$ cat config.mk
export PLATFORM = sky130hd
export DESIGN_NAME = riscv_multicycle_controller
export DESIGN_NICKNAME = d
export VERILOG_FILES = /design/src/rtl/riscv_multicycle_controller.sv
export SDC_FILE = /design/constraint.sdc
export NUM_CORES = 1
export LEC_CHECK = 0
export CAP_MARGIN = 20
export CORE_MARGIN = 5
export CORE_UTILIZATION = 44
export CTS_BUF_LIST = sky130_fd_sc_hd__clkbuf_16
export DETAILED_ROUTE_END_ITERATION = 10
export PLACE_DENSITY = 0.75
export SLEW_MARGIN = 20
export SYNTH_ARGS = -nofsm -noshare
export SYNTH_HDL_FRONTEND = slang
export SYNTH_SLANG_ARGS = --single-unit
$ cat constraint.sdc
create_clock -name clk -period 2.4 [get_ports clk]
set_input_delay 0.48 -clock clk [delete_from_list [all_inputs] [get_ports clk]]
set_output_delay 0.48 -clock clk [all_outputs]
set_load 0.005 [all_outputs]
$ cat src/rtl/riscv_multicycle_controller.sv
// riscv_multicycle_controller
// Multi-cycle sequencer for an RV32I datapath. Each instruction walks through
// FETCH / DECODE / EXECUTE / (MEM) / (WRITEBACK) and the controller drives the
// datapath strobes, the shared memory handshake and a retired-instruction count.
//
// Ports:
//   clk, rst          clock, synchronous active-high reset
//   opcode            IR opcode field (valid from DECODE onward)
//   branch_taken      ALU compare result, used in EXECUTE for branches
//   mem_ready         memory completes the current request this cycle
//   mem_req, mem_we   memory request / write qualifier
//   ir_write          load instruction register
//   pc_write, pc_src  load PC; source 00 pc+4, 01 branch/jal target, 10 jalr
//   alu_src           1 = immediate as ALU operand B
//   reg_write         register file write enable
//   instr_done        one-cycle pulse per retired instruction
//   retired           retired-instruction count (wraps)
//   state_o, halted   debug state encoding, HALT indicator
//   bus_error         sticky memory-timeout flag
//   illegal_instr     sticky illegal-opcode flag (ILLEGAL_TRAP_EN builds only)
//
// Build option: define ILLEGAL_TRAP_EN to trap unsupported opcodes into HALT
// instead of retiring them as NOPs.
module riscv_multicycle_controller #(
  parameter int MEM_TIMEOUT = 15,
  parameter int CNT_W       = 32
) (
  input  logic             clk,
  input  logic             rst,
  input  logic [6:0]       opcode,
  input  logic             branch_taken,
  input  logic             mem_ready,
  output logic             mem_req,
  output logic             mem_we,
  output logic             ir_write,
  output logic             pc_write,
  output logic [1:0]       pc_src,
  output logic             alu_src,
  output logic             reg_write,
  output logic             instr_done,
  output logic [CNT_W-1:0] retired,
  output logic [2:0]       state_o,
  output logic             halted,
`ifdef ILLEGAL_TRAP_EN
  output logic             illegal_instr,
`endif
  output logic             bus_error
);

  typedef enum logic [2:0] {
    RST_IDLE  = 3'd0,
    FETCH     = 3'd1,
    DECODE    = 3'd2,
    EXECUTE   = 3'd3,
    MEM       = 3'd4,
    WRITEBACK = 3'd5,
    HALT      = 3'd7
  } state_t;

  localparam logic [6:0] OP_R      = 7'b0110011;
  localparam logic [6:0] OP_I      = 7'b0010011;
  localparam logic [6:0] OP_LOAD   = 7'b0000011;
  localparam logic [6:0] OP_STORE  = 7'b0100011;
  localparam logic [6:0] OP_BRANCH = 7'b1100011;
  localparam logic [6:0] OP_LUI    = 7'b0110111;
  localparam logic [6:0] OP_AUIPC  = 7'b0010111;
  localparam logic [6:0] OP_JAL    = 7'b1101111;
  localparam logic [6:0] OP_JALR   = 7'b1100111;

`ifdef ILLEGAL_TRAP_EN
  localparam bit TRAP = 1'b1;
`else
  localparam bit TRAP = 1'b0;
`endif

  // Timeout fires on the wait cycle that would bring the count to MEM_TIMEOUT,
  // so a request that completes on that same cycle is never flagged.
  localparam int TO_W   = (MEM_TIMEOUT > 0) ? $clog2(MEM_TIMEOUT + 1) : 1;
  localparam int TO_LIM = (MEM_TIMEOUT > 0) ? MEM_TIMEOUT - 1 : 0;

  state_t          state, state_next;
  logic [6:0]      op_q;
  logic [TO_W-1:0] to_cnt;
  logic            timeout_hit;
  logic            dec_supported;

  function automatic logic is_supported(input logic [6:0] op);
    return (op == OP_R) || (op == OP_I) || (op == OP_LOAD) || (op == OP_STORE) ||
           (op == OP_BRANCH) || (op == OP_LUI) || (op == OP_AUIPC) ||
           (op == OP_JAL) || (op == OP_JALR);
  endfunction

  assign dec_supported = is_supported(opcode);
  assign timeout_hit   = (MEM_TIMEOUT > 0) && mem_req && !mem_ready &&
                         (to_cnt == TO_W'(TO_LIM));

  // State register
  always_ff @(posedge clk) begin
    if (rst) state <= RST_IDLE;
    else     state <= state_next;
  end

  // Opcode is captured once in DECODE so later states do not depend on the IR
  always_ff @(posedge clk) begin
    if (state == DECODE) op_q <= opcode;
  end

  // Next-state logic
  always_comb begin
    state_next = state;
    case (state)
      RST_IDLE: state_next = FETCH;
      FETCH:    if (mem_ready) state_next = DECODE;
      DECODE: begin
        if (dec_supported) state_next = EXECUTE;
        else if (TRAP)     state_next = HALT;
        else               state_next = FETCH;
      end
      EXECUTE: begin
        if (op_q == OP_BRANCH)                           state_next = FETCH;
        else if ((op_q == OP_LOAD) || (op_q == OP_STORE)) state_next = MEM;
        else                                             state_next = WRITEBACK;
      end
      MEM: begin
        if (mem_ready) state_next = (op_q == OP_LOAD) ? WRITEBACK : FETCH;
      end
      WRITEBACK: state_next = FETCH;
      HALT:      state_next = HALT;
      default:   state_next = RST_IDLE;
    endcase
    if (timeout_hit) state_next = HALT;
  end

  // Output decode
  always_comb begin
    mem_req    = 1'b0;
    mem_we     = 1'b0;
    ir_write   = 1'b0;
    pc_write   = 1'b0;
    pc_src     = 2'b00;
    alu_src    = 1'b0;
    reg_write  = 1'b0;
    instr_done = 1'b0;
    case (state)
      FETCH: begin
        mem_req = 1'b1;
        if (mem_ready) begin
          ir_write = 1'b1;
          pc_write = 1'b1;
        end
      end
      DECODE: begin
        if (!dec_supported && !TRAP) instr_done = 1'b1;
      end
      EXECUTE: begin
        alu_src = !((op_q == OP_R) || (op_q == OP_BRANCH));
        if (op_q == OP_BRANCH) begin
          pc_write   = branch_taken;
          pc_src     = 2'b01;
          instr_done = 1'b1;
        end
      end
      MEM: begin
        mem_req = 1'b1;
        mem_we  = (op_q == OP_STORE);
        if (mem_ready && (op_q == OP_STORE)) instr_done = 1'b1;
      end
      WRITEBACK: begin
        reg_write  = 1'b1;
        instr_done = 1'b1;
        if (op_q == OP_JAL) begin
          pc_write = 1'b1;
          pc_src   = 2'b01;
        end else if (op_q == OP_JALR) begin
          pc_write = 1'b1;
          pc_src   = 2'b10;
        end
      end
      default: ;
    endcase
  end

  assign state_o = state;
  assign halted  = (state == HALT);

  // Retire counter, timeout counter and sticky flags
  always_ff @(posedge clk) begin
    if (rst) begin
      retired   <= '0;
      bus_error <= 1'b0;
      to_cnt    <= '0;
    end else begin
      if (instr_done)  retired <= retired + CNT_W'(1);
      if (timeout_hit) bus_error <= 1'b1;
      if (mem_req && !mem_ready) to_cnt <= to_cnt + TO_W'(1);
      else                       to_cnt <= '0;
    end
  end

`ifdef ILLEGAL_TRAP_EN
  always_ff @(posedge clk) begin
    if (rst)                                    illegal_instr <= 1'b0;
    else if ((state == DECODE) && !dec_supported) illegal_instr <= 1'b1;
  end
`endif

endmodule

==> results by stage, run 1 <==
Cells and area:
- The number of antenna diodes in the final layout is 0.
- The leading cell type in the layout, fill and taps excluded is sky130_fd_sc_hd__clkdlybuf4s50_1.
- Relative to the synthesized area, the layout overhead comes to 44.9%.
- The top cell types in the final layout, fill and taps aside, are 50 x sky130_fd_sc_hd__clkdlybuf4s50_1, 37 x sky130_fd_sc_hd__dfxtp_1, 31 x sky130_fd_sc_hd__nor2_1, 31 x sky130_fd_sc_hd__buf_4, 21 x sky130_fd_sc_hd__a21oi_1.
- The number of inserted filler cells in the final layout is 417.
- The number of nets at the end of the flow is 367.
- The fraction of layout cells with a size suffix above 1 is 17.2%.
- The finished layout holds 424 standard cells, fillers aside.

Routing:
- Across all layers, the routed design uses 2297 vias.
- Wire segments on met2 add up to 3070 um in the final route.
- The amount of wire on met3 after detailed routing is 273 um.
- The per-cell via count in the routed design is 5.42.
- Dividing the detail-routed wire length by the instance count gives 14.4 um.
- In the routed design, unresolved DRC markers number 0.
- For this run, the detailed router's first-pass iteration total came to 4.
- The detailed-route wire length on metal 1 is 2750 um.
- In this run the top signal layer used is met4.
- The count of nets left with antenna violations after detail routing is 0.
- The wire length reported by the detailed router is 6130 um.
- After the first detailed-routing iteration, the DRC count stood at 169.

GRT:
- The first-pass GRT wire length is 10300 um.
- Entering global routing, the biggest net connects 22 pins.
- The global-route usage over all layers is 17.8%.
- The residual overflow from global routing is 0.
- The via count of the first global-routing pass is 2240.
- The number of antenna violations at the first check in global routing is 0.

Synth:
- The synthesized netlist devotes 1.59% of its cell area to adder and majority cells.
- The share of synthesized registers carrying an async set or reset is 0%.
- The proportion of synthesized chip area in sequential cells is 43.0%.
- The synthesized-area fraction occupied by ao, oa, aoi and oai cells is 17.1%.
- During synthesis, Yosys emitted a total of 0 warnings.
- Multiplexer cells account for 0.904% of the synthesized area.
- After Yosys synthesis, and, or, nand and nor cells account for 27.4% of the synthesized area.
- After synthesis the cells add up to 0.00235 sq mm.
- The combinational family with the most area after synthesis is simple AND/OR/NAND/NOR gates.
- In this run, synthesis inferred 7 flip-flops with an integrated enable.
- The xor/xnor cell area share of the yosys netlist is 6.70%.
- The net count after synthesis is 285.
- In the synthesized netlist, the number of instances is 271.
- The mean instance size in the synthesized netlist is 8.68 sq um.
- The dominant synthesized flop cell is sky130_fd_sc_hd__dfxtp_1.
- After synthesis, the netlist uses 46 different library cells.
- The synthesized flop and latch total is 47.

STA:
- The maximum achievable frequency is 434 MHz.
- At the pin with the least slew margin, the transition time is 0.441 ns.
- Setup repair after global routing left no endpoint under its margin.
- The count of endpoints failing setup in the final report is 0.
- The count of endpoints failing hold in the final timing report is 0.
- Counting I/O delays and the setup requirement, the final critical path takes 2.31 ns.
- The worst path meets setup with 0.0942 ns of slack.
- The maximum clock skew at final layout is 0.00771 ns.
- Setup total negative slack on the finished layout was measured at 0 ns.
- The max-slew violation total from the final report is 0.
- On the final layout, the worst hold slack is 0.501 ns.
- After layout, the worst path uses 96.1% of the clock period.
- The headroom to the max-slew limit is 70.5%.

Clock tree:
- The depth of the CTS H-tree is 2.
- The cell sitting at the root of the clock tree is a sky130_fd_sc_hd__clkbuf_16.
- The clock net in this run drives a total of 47 sinks.
- Clock-pin slew was measured on the worst setup and hold paths at 0.07 ns.
- The TritonCTS buffer count is 5.
- The TritonCTS clock tree is built.
- The latest clock arrival within the worst-skew pair is 0.29 ns.
- In this run the deepest clock path goes through 2 buffers.

Job:
- The tool flagged a number of max-cap violations equal to 0.

Worst setup path:
- For flop-to-flop paths, the worst setup slack is 0.14 ns.
- Along the worst path, the maximum fanout reaches 4.
- Tracing the worst setup path back leads to its startpoint at op_q[3].
- Following the worst setup path forward leads to its endpoint at mem_we.
- The critical path in this run is classified as flop to output port.
- STA classifies the critical path startpoint as a flop.
- The endpoint of the worst-slack reg-to-reg timing path is retired[23].
- The worst path required time is 1.92 ns.
- Data arrives at the worst endpoint at 1.83 ns.
- The endpoint type of the worst setup path is an output port.
- In this run the critical register-to-register path is launched from retired[3].
- Counting cells, the worst reg-to-reg path comes to 7.

Power:
- After layout, the design draws a total of 1.70 mW.
- In this run the power density over the cells is 499 mW/mm^2.
- The worst-case IR drop observed on VDD is 330 uV.
- Summed over all cells, the static leakage comes to 1.33 nW.

Floorplanning:
- The y dimension of the die is 83.1 um.
- The starting density of the core is 45.8%.
- The core region is 0.00514 sq mm.
- The count of standard-cell rows is 26.
- The count of boundary I/O pins is 57.
- In this run the horizontal extent of the chip is 83.1 um.
- The die covers 0.00691 sq mm.

Placed design:
- The wire-length estimate of the detail-placed layout is 4410 um.
- The number of port buffers is 56.
- The final weighted congestion of routability-driven global placement is 0.859.
- After detailed placement, the design holds a cell count of 414.
- The post-placement worst setup slack is -0.341 ns.

Min path:
- The path class of the tightest hold or removal check is flop to flop.

Run status:
- The flow ran to the end, and the final reports show no timing, DRC or antenna violations.
==> kinds of logic after synthesis <==
logic type	after synthesis
compound gates	64
xor+xnor	18
fa+ha+maj	3
buf+inv	19
flops	47
mux	2
simple gates	118
==> how the worst min path moves through the flow <==
stage / startpoint / endpoint / slack, ns / cells after the start
2_1_floorplan: to_cnt[0] / to_cnt[0] / 0.43 / 1
3_3_place_gp: to_cnt[0] / to_cnt[0] / 0.45 / 1
3_5_place_dp: to_cnt[0] / to_cnt[0] / 0.46 / 1
4_1_cts: to_cnt[0] / to_cnt[0] / 0.51 / 1
5_1_grt: opcode[5] / op_q[5] / 0.50 / 1
6_report: retired[31] / retired[31] / 0.50 / 2
==> through the flow <==
step | util (%) | instance area (sq um)
2_1_floorplan | - | 2350
3_3_place_gp | 61.9 | 3180
3_5_place_dp | 61.9 | 3180
4_1_cts | 65.7 | 3370
5_1_grt | 66.4 | 3410
6_report | 66.4 | 3410
==> layout make-up <==
cell class                      instances  area (sq um)  area share (%)
Multi-Input combinational cell        205          1310            38.5
Sequential cell                        47          1010            29.8
Timing Repair Buffer                   88           810            23.7
Clock buffer                            6           150            4.40
Tap cell                               70          87.6            2.57
Inverter                                6          22.5           0.660
Clock inverter                          2          12.5           0.367
==> where the power goes <==
group          total [mW]  switching, mW  internal [mW]
Combinational       0.133         0.0617         0.0711
Clock               0.747          0.298          0.450
Sequential          0.820         0.0107          0.810
Total                1.70          0.370           1.33
==> what timing repair did <==
item	4_1_cts	5_1_grt
setup endpoints to repair	3	12
resized for setup	11	12
buffers inserted	1	1
hold buffers	0	0
pin swaps	1	1
gates cloned	0	0
==> layer usage <==
metal | vias to the layer above | global-route usage, %
li1 | 1149 | -
met2 | 51 | 30.2
met5 | - | 0
met4 | 0 | 6.09
met3 | 2 | 4.26
met1 | 1095 | 21.9
==> synth_stat cells, drive strengths merged (3+ instances only) <==
cell type | instances | area share [%]
or3 | 16 | 4.3
xor2 | 15 | 5.6
clkbuf | 7 | 1.1
nor2b | 7 | 1.9
edfxtp | 7 | 8.9
o21ai | 17 | 3.6
buf | 6 | 1.3
nor3 | 7 | 2.0
o31ai | 8 | 2.8
nor2 | 32 | 5.1
nand2 | 16 | 2.6
ha | 3 | 1.6
dfxtp | 40 | 34
nand2b | 5 | 1.3
and3 | 9 | 2.4
nand4 | 5 | 1.6
o311ai | 7 | 2.6
nand3 | 8 | 1.7
inv | 6 | 0.96
xnor2 | 3 | 1.1
a21oi | 22 | 4.7
==> flip-flops by register name (all words and copies together), names as in the netlist <==
signal	flops
bus_error	1
op_q	7
retired	32
state_o	3
to_cnt	4
==> critical path: stages (launching register included) <==
cell and delay [ns]:
sky130_fd_sc_hd__edfxtp_1 0.42, sky130_fd_sc_hd__nand4bb_1 0.23, sky130_fd_sc_hd__or3_4 0.38, sky130_fd_sc_hd__nor4_1 0.23
sky130_fd_sc_hd__dlygate4sd2_1 0.28
Note: power is estimated with default switching activity, not from simulation.
==> run 2: changes to the inputs <==
Settings changed: CORE_UTILIZATION 44 to 35, PLACE_DENSITY 0.75 to default.
Clock period 2.4 ns to 2.5 ns, I/O delays scaled along.
==> results by stage, run 2 (synthesis gave the netlist of run 1 again) <==
Run status:
- The run finished with clean final reports.

Clock tree:
- The TritonCTS buffer count is 5.
- The maximum clock path buffer count is 2.
- The library cell used as clock root buffer is sky130_fd_sc_hd__clkbuf_16.
- TritonCTS built the clock tree.
- The depth of the CTS H-tree is 2.
- For this design, the sink count on the clock tree is 47.
- The clock reaches the later pin of the worst-skew pair after 0.28 ns.
- The clock-pin slew on the worst setup and hold paths is 0.07 ns.

STA:
- Static timing analysis puts the maximum clock frequency at 416 MHz.
- The actual slew at the worst max-slew pin is 0.490 ns.
- The max-slew violation total from the final report is 0.
- In the finished design, the share of the clock period the worst path needs comes to 96.0%.
- The post-route minimum period is 2.40 ns.
- Setup violations remaining at the end of the flow were counted as 0.
- The maximum clock skew at final layout is 0.00815 ns.
- In this run the tightest slew margin relative to its limit is 67.2%.
- The count of endpoints failing hold in the final timing report is 0.
- After layout, the worst setup slack is 0.0988 ns.
- Setup repair after global routing left no endpoint under its margin.

Job:
- Across the run, the number of max-cap violations was 0.

GRT:
- The first global-routing pass estimated 10700 um of wire.
- Entering global routing, the biggest net connects 28 pins.
- The via count of the first global-routing pass came to 2227.
- The residual overflow from global routing is 0.
- The number of antenna violations at the first check in global routing is 0.
- Across every metal layer, demand over resource in global routing totals 15.4%.

Cells and area:
- The finished cells cover 0.00336 sq mm.
- Once layout is complete, the cells apart from fillers number 427.
- The share of the core filled with cells in the final layout is 52.0%.
- The register with the most flip-flops in the layout has 32 of them.
- Leaving out fill and tap cells, the most frequent cell in the layout is sky130_fd_sc_hd__clkdlybuf4s50_1.
- The fraction of layout cells with a size suffix above 1 is 14.3%.
- In the layout the commonest cells are 53 x sky130_fd_sc_hd__clkdlybuf4s50_1, 39 x sky130_fd_sc_hd__dfxtp_1, 32 x sky130_fd_sc_hd__nor2_1.
- Ranked by flip-flop count, first place goes to retired.
- For this run, the post-layout net count is 363.
- The total inserted antenna cells is 0.
- In the final layout, the registers with the most flip-flops are retired: 32 flops, op_q: 7 flops, to_cnt: 4 flops.
- Relative to the synthesized area, the layout overhead comes to 42.7%.

Min path:
- The type of the tightest min-delay check is flop to flop.

Power:
- The worst-case vdd ir drop is 360 uV.
- The leakage power total is 1.30 nW.
- Dividing total power by cell area gives a power density of 481 mW/mm^2.
- The post-route total power is 1.61 mW.

Floorplanning:
- The total area inside the core boundary comes to 0.00646 sq mm.
- Row generation in the floorplan step produced 29 rows.
- The die covers 0.00846 sq mm.
- Once the floorplan was initialized, standard cells occupied 36.4% of the core.
- The die is 92 um wide.
- The floorplan step set the die height to 92 um.
- The count of boundary I/O pins is 57.

Placed design:
- Input and output buffers added on the ports amount to 56.
- The post-placement worst setup slack is -0.335 ns.
- The HPWL after detailed placement is 4800 um.
- After detailed placement, the design holds a cell count of 418.
- The placed instances occupy a cell area of 0.00317 sq mm.
- At the end of routability-driven placement, the weighted congestion stood at 0.803.

Worst setup path:
- The setup path with the least slack is of type flop to output port.
- The worst register-to-register path has a setup slack of 0.19 ns.
- The largest stage delay on the critical path is 0.53 ns.
- The endpoint type of the worst setup path is an output port.
- The number of buffers and inverters on the critical path is 1.
- The largest delay contributor family on the critical path is buffers and inverters.
- The critical path goes through and4bb_2 -> nand2_1 -> o22ai_1 -> clkdlybuf4s50_1.
- The largest individual stage delay along the critical path comes from the cell sky130_fd_sc_hd__clkdlybuf4s50_1.
- The largest driver fanout on the critical path is 4.
- The worst path required time is 2.00 ns.
- The worst setup path is launched from a flop.
- Data on the critical path arrives at its endpoint at 1.90 ns.

Routing:
- The detailed router finished its first iteration with 58 violations.
- The routed via count is 2236.
- After detailed routing, the number of vias per cell comes to 5.24.
- The wire length reported by the detailed router is 6210 um.
- The detail-routed net length per standard cell is 14.5 um.
- The first-pass iteration count of the detailed router is 4.
- The count of nets left with antenna violations once routing finished came out at 0.
- In the routed design, unresolved DRC markers number 0.
-- run 2: cell types whose count changed in the layout (fill, tap and decap cells not counted), moves of 2 or more --
cell / change
sky130_fd_sc_hd__buf_4: -4
sky130_fd_sc_hd__clkdlybuf4s50_1: +3
sky130_fd_sc_hd__dfxtp_1: +2
sky130_fd_sc_hd__dfxtp_2: -2
sky130_fd_sc_hd__dlygate4sd2_1: -2
sky130_fd_sc_hd__inv_1: +2
-- run 2: worst paths after layout --
check / from / endpoint / depth (start not counted)
max: op_q[3] / pc_src[0] / 4
min: to_cnt[0] / to_cnt[0] / 1
max reg2reg: op_q[3] / retired[31] / 8
min reg2reg: to_cnt[0] / to_cnt[0] / 1
-- run 2: stage by stage --
step / setup TNS (ns) / hold slack [ns]
2_1_floorplan: 0 / 0.430
3_3_place_gp: -0.327 / 0.447
4_1_cts: 0 / 0.490
6_report: 0 / 0.483
5_1_grt: 0 / 0.509
3_5_place_dp: -0.853 / 0.470
-- run 2: worst reg2reg max path: cells and delay by family (launching register included) --
| kind | cells | cell delay (ns) |
|---|---|---|
| buf+inv | 2 | 0.33 |
| simple gates | 4 | 1.27 |
| compound gates | 2 | 0.21 |
| flops | 1 | 0.44 |
-- run 2: final cells by class --
class / instances / area (sq um)
clock buffers: 6 / 150
clock inverters: 2 / 7.51
fillers: 633 / 3100
inverters: 6 / 22.5
multi-input cells: 205 / 1290
flip-flops and latches: 47 / 1010
well taps: 77 / 96.3
repair buffers: 84 / 779
-- run 2: what timing repair did --
action | in CTS | in global routing
gates resized for setup | 10 | 4
setup endpoints to repair | 3 | 5
buffers inserted | 0 | 1
pin swaps | 1 | 1
hold buffers | 0 | 0
-- run 2: metal layers --
metal	GRT usage (%)	vias up	wire, um
met5	0	-	0
met4	4.95	0	61
met3	2.62	5	180
met2	25.9	35	3070
met1	20.0	1057	2890
li1	-	1139	-
-- run 2: report_power, final --
| group | switching [mW] | internal (mW) | leakage, nW |
|---|---|---|---|
| registers | 0.0129 | 0.777 | 0.387 |
| logic | 0.0557 | 0.0686 | 0.825 |
| clock network | 0.276 | 0.424 | 0.0846 |
==> run 3: changes to the inputs <==
Settings changed: DONT_BUFFER_PORTS from default to 1.
==> results by stage, run 3 (synthesis gave the netlist of run 1 again) <==
Worst setup path:
- The critical setup path kind is flop to output port.
- In this design, the stage delay of the slowest critical-path cell is 0.42 ns.
- Data on the critical path is required at its endpoint by 2.00 ns.
- The reg-to-reg setup timing slack is 0.30 ns.
- The launching element type of the critical path is a flop.
- The worst setup path is captured at an output port.
- The endpoint of the worst-slack reg-to-reg timing path is retired[23].
- The critical path goes through nand4bb_1 -> or3_1 -> nor2_1 -> or3_1.
- The startpoint identified for the worst register-to-register timing path is retired[4].
- STA puts the critical path data arrival time at 1.85 ns.
- The largest delay contributor family on the critical path is simple AND/OR/NAND/NOR gates.
- The number of buffers and inverters on the critical path is 0.
- The cell occurring most often along the worst timing path is sky130_fd_sc_hd__or3_1.
- In this run the worst path has a maximum fanout of 4.
- Tracing the worst setup path back leads to its startpoint at op_q[3].
- The slowest stage of the critical path is the sky130_fd_sc_hd__edfxtp_1 cell.
- The path depth of the worst reg2reg path is 6.

Clock tree:
- The longest clock path from root to sink contains 2 buffers.
- Clock tree synthesis found a total of 47 sinks.
- After clock tree synthesis, the repair step resized 0 gates.
- The latest clock arrival within the worst-skew pair is 0.29 ns.
- The TritonCTS clock tree is built.
- CTS built an H-tree with a depth of 2.
- The total setup buffers inserted after CTS is 0.
- The library cell used as clock root buffer is sky130_fd_sc_hd__clkbuf_16.
- Buffers inserted to repair hold after CTS numbered 0.
- Clock-pin slew was measured on the worst setup and hold paths at 0.07 ns.
- Counting the buffers created by CTS gives 5.

Floorplanning:
- The die covers 0.00846 sq mm.
- The die is 92 um wide.
- The floorplan step defined a core boundary enclosing 0.00646 sq mm.
- Pin placement for this block handled 57 I/O pins.
- Once the floorplan was initialized, standard cells occupied 36.4% of the core.
- The y dimension of the die is 92 um.
- The floorplan has 29 rows.

Routing:
- The count of nets left with antenna violations once routing finished came out at 0.
- The routed layout has 1981 vias.
- The wire length reported by the detailed router is 5680 um.
- For this run, design rule violations remaining after detail routing come to 0.
- The detail-routed net length per standard cell is 16.0 um.
- The DRC violation total after the first TritonRoute iteration is 81.
- The pre-antenna-repair detailed-routing pass consisted of 4 iterations.
- After detailed routing, the number of vias per cell comes to 5.60.

Cells and area:
- Once layout is complete, the cells apart from fillers number 354.
- Of the cells placed in the final design, the portion with a size suffix greater than 1 is 9.39%.
- The total inserted antenna cells is 0.
- Summing all non-filler instances in the final layout gives an area of 0.00264 sq mm.
- In the final layout, flip-flops and latches occupy 0.00101 sq mm.
- The leading cell type in the layout, fill and taps excluded is sky130_fd_sc_hd__dfxtp_1.
- The number of nets at the end of the flow is 290.
- The largest registers in the layout are retired: 32 flops, op_q: 7 flops, to_cnt: 4 flops.
- Ranked by flip-flop count, first place goes to retired.
- From synthesis to final layout, the design area changed by 12.1%.
- The layout has 658 filler cells.
- The top cell types in the final layout, fill and taps aside, are 40 x sky130_fd_sc_hd__dfxtp_1, 32 x sky130_fd_sc_hd__nor2_1, 22 x sky130_fd_sc_hd__a21oi_1.
- Summing all multi-input logic gate instances after layout gives 0.00126 sq mm.
- The register with the most flip-flops in the layout has 32 of them.

STA:
- The setup TNS after final layout is 0 ns.
- Based on the critical path, the design can be clocked at up to 425 MHz.
- The worst path uses 94.1% of the clock period.
- The post-route minimum period is 2.35 ns.
- The headroom to the max-slew limit is 57.8%.
- The max-slew violation total from the final report is 0.
- The count of endpoints failing setup in the final report is 0.
- Setup repair after global routing left no endpoint under its margin.
- The maximum clock skew at final layout is 0.00696 ns.
- The count of endpoints failing hold in the final timing report came to 0.
- At the pin with the least slew margin, the transition time is 0.633 ns.

GRT:
- Entering global routing, the biggest net connects 39 pins.
- The residual overflow from global routing is 0.
- The via count of the first global-routing pass is 1853.
- Global routing used 13.8% of the available tracks.
- The first-pass GRT wire length is 9430 um.
- The number of antenna violations at the first check in global routing is 0.

Placed design:
- Routability-driven placement finished with a final weighted congestion of 0.765.
- The cell count after placement is 346.
- After legalization and detailed placement, the total HPWL measured 4230 um.
- Summing all placed instances gives a cell area of 0.00248 sq mm.
- The count of buffers added on input and output ports is 0.

Run status:
- The flow ran to the end, and the final reports show no timing, DRC or antenna violations.

Power:
- The leakage power total is 0.975 nW.
- For this design the ratio of total power to cell area is 593 mW/mm^2.
- The worst-case vdd ir drop is 200 uV.

Min path:
- Counting instances, the worst hold path has a depth of 1.
- The type of the tightest min-delay check is input port to flop.
- The startpoint identified for the worst hold timing path is rst.
- The worst hold path terminates at retired[5].

Job:
- The tool flagged a number of max-cap violations equal to 0.
-- run 3: cell count changes in the layout (fill, tap and decap cells not counted), moves of 2 or more --
cell                              change
sky130_fd_sc_hd__o21ai_0              +2
sky130_fd_sc_hd__buf_4               -16
sky130_fd_sc_hd__clkdlybuf4s50_1     -53
sky130_fd_sc_hd__inv_1                -2
-- run 3: worst reg2reg max path, cell delays in order, from the launching register on --
cell                       delay [ns]
sky130_fd_sc_hd__dfxtp_1         0.44
sky130_fd_sc_hd__nand4_2         0.18
sky130_fd_sc_hd__or4_4           0.61
sky130_fd_sc_hd__nor3_4          0.19
sky130_fd_sc_hd__o311ai_1        0.22
sky130_fd_sc_hd__or3_1           0.36
sky130_fd_sc_hd__a21oi_1         0.14
-- run 3: worst max-delay path by stage --
stage                  endpoint  slack [ns]  depth (start not counted)
floorplan           retired[16]        0.17                          8
global placement    retired[20]        0.28                          6
global route         instr_done        0.02                          4
finish               instr_done        0.15                          4
detailed placement  retired[23]        0.31                          6
CTS                  instr_done        0.14                          4
-- run 3: layer usage --
| metal | vias to the layer above | track usage, % | routed length [um] |
|---|---|---|---|
| met3 | 6 | 3.27 | 228 |
| met1 | 939 | 17.2 | 2580 |
| met5 | - | 0 | 0 |
| li1 | 997 | - | - |
| met4 | 0 | 5.20 | 93 |
| met2 | 39 | 23.0 | 2770 |
-- run 3: cell type report --
type | instances | share of cell area (%)
clock buffers | 6 | 5.69
clock inverters | 2 | 0.474
inverters | 6 | 0.853
multi-input cells | 205 | 47.9
flip-flops and latches | 47 | 38.3
well taps | 77 | 3.65
repair buffers | 11 | 3.13
-- run 3: per-stage QoR --
| stage | hold WS, ns | power (mW) | util, % | setup WS, ns |
|---|---|---|---|---|
| floorplan | 0.430 | 0.854 | - | 0.170 |
| global placement | 0.446 | 0.862 | 38.3 | 0.281 |
| detailed placement | 0.454 | 0.863 | 38.3 | 0.311 |
| CTS | 0.270 | 1.58 | 40.9 | 0.140 |
| global route | 0.271 | 1.62 | 40.9 | 0.0226 |
| finish | 0.277 | 1.56 | 40.9 | 0.147 |
-- run 3: where the power goes --
part           internal, mW  switching [mW]
logic                0.0244          0.0349
registers             0.777         0.00977
clock network         0.432           0.287
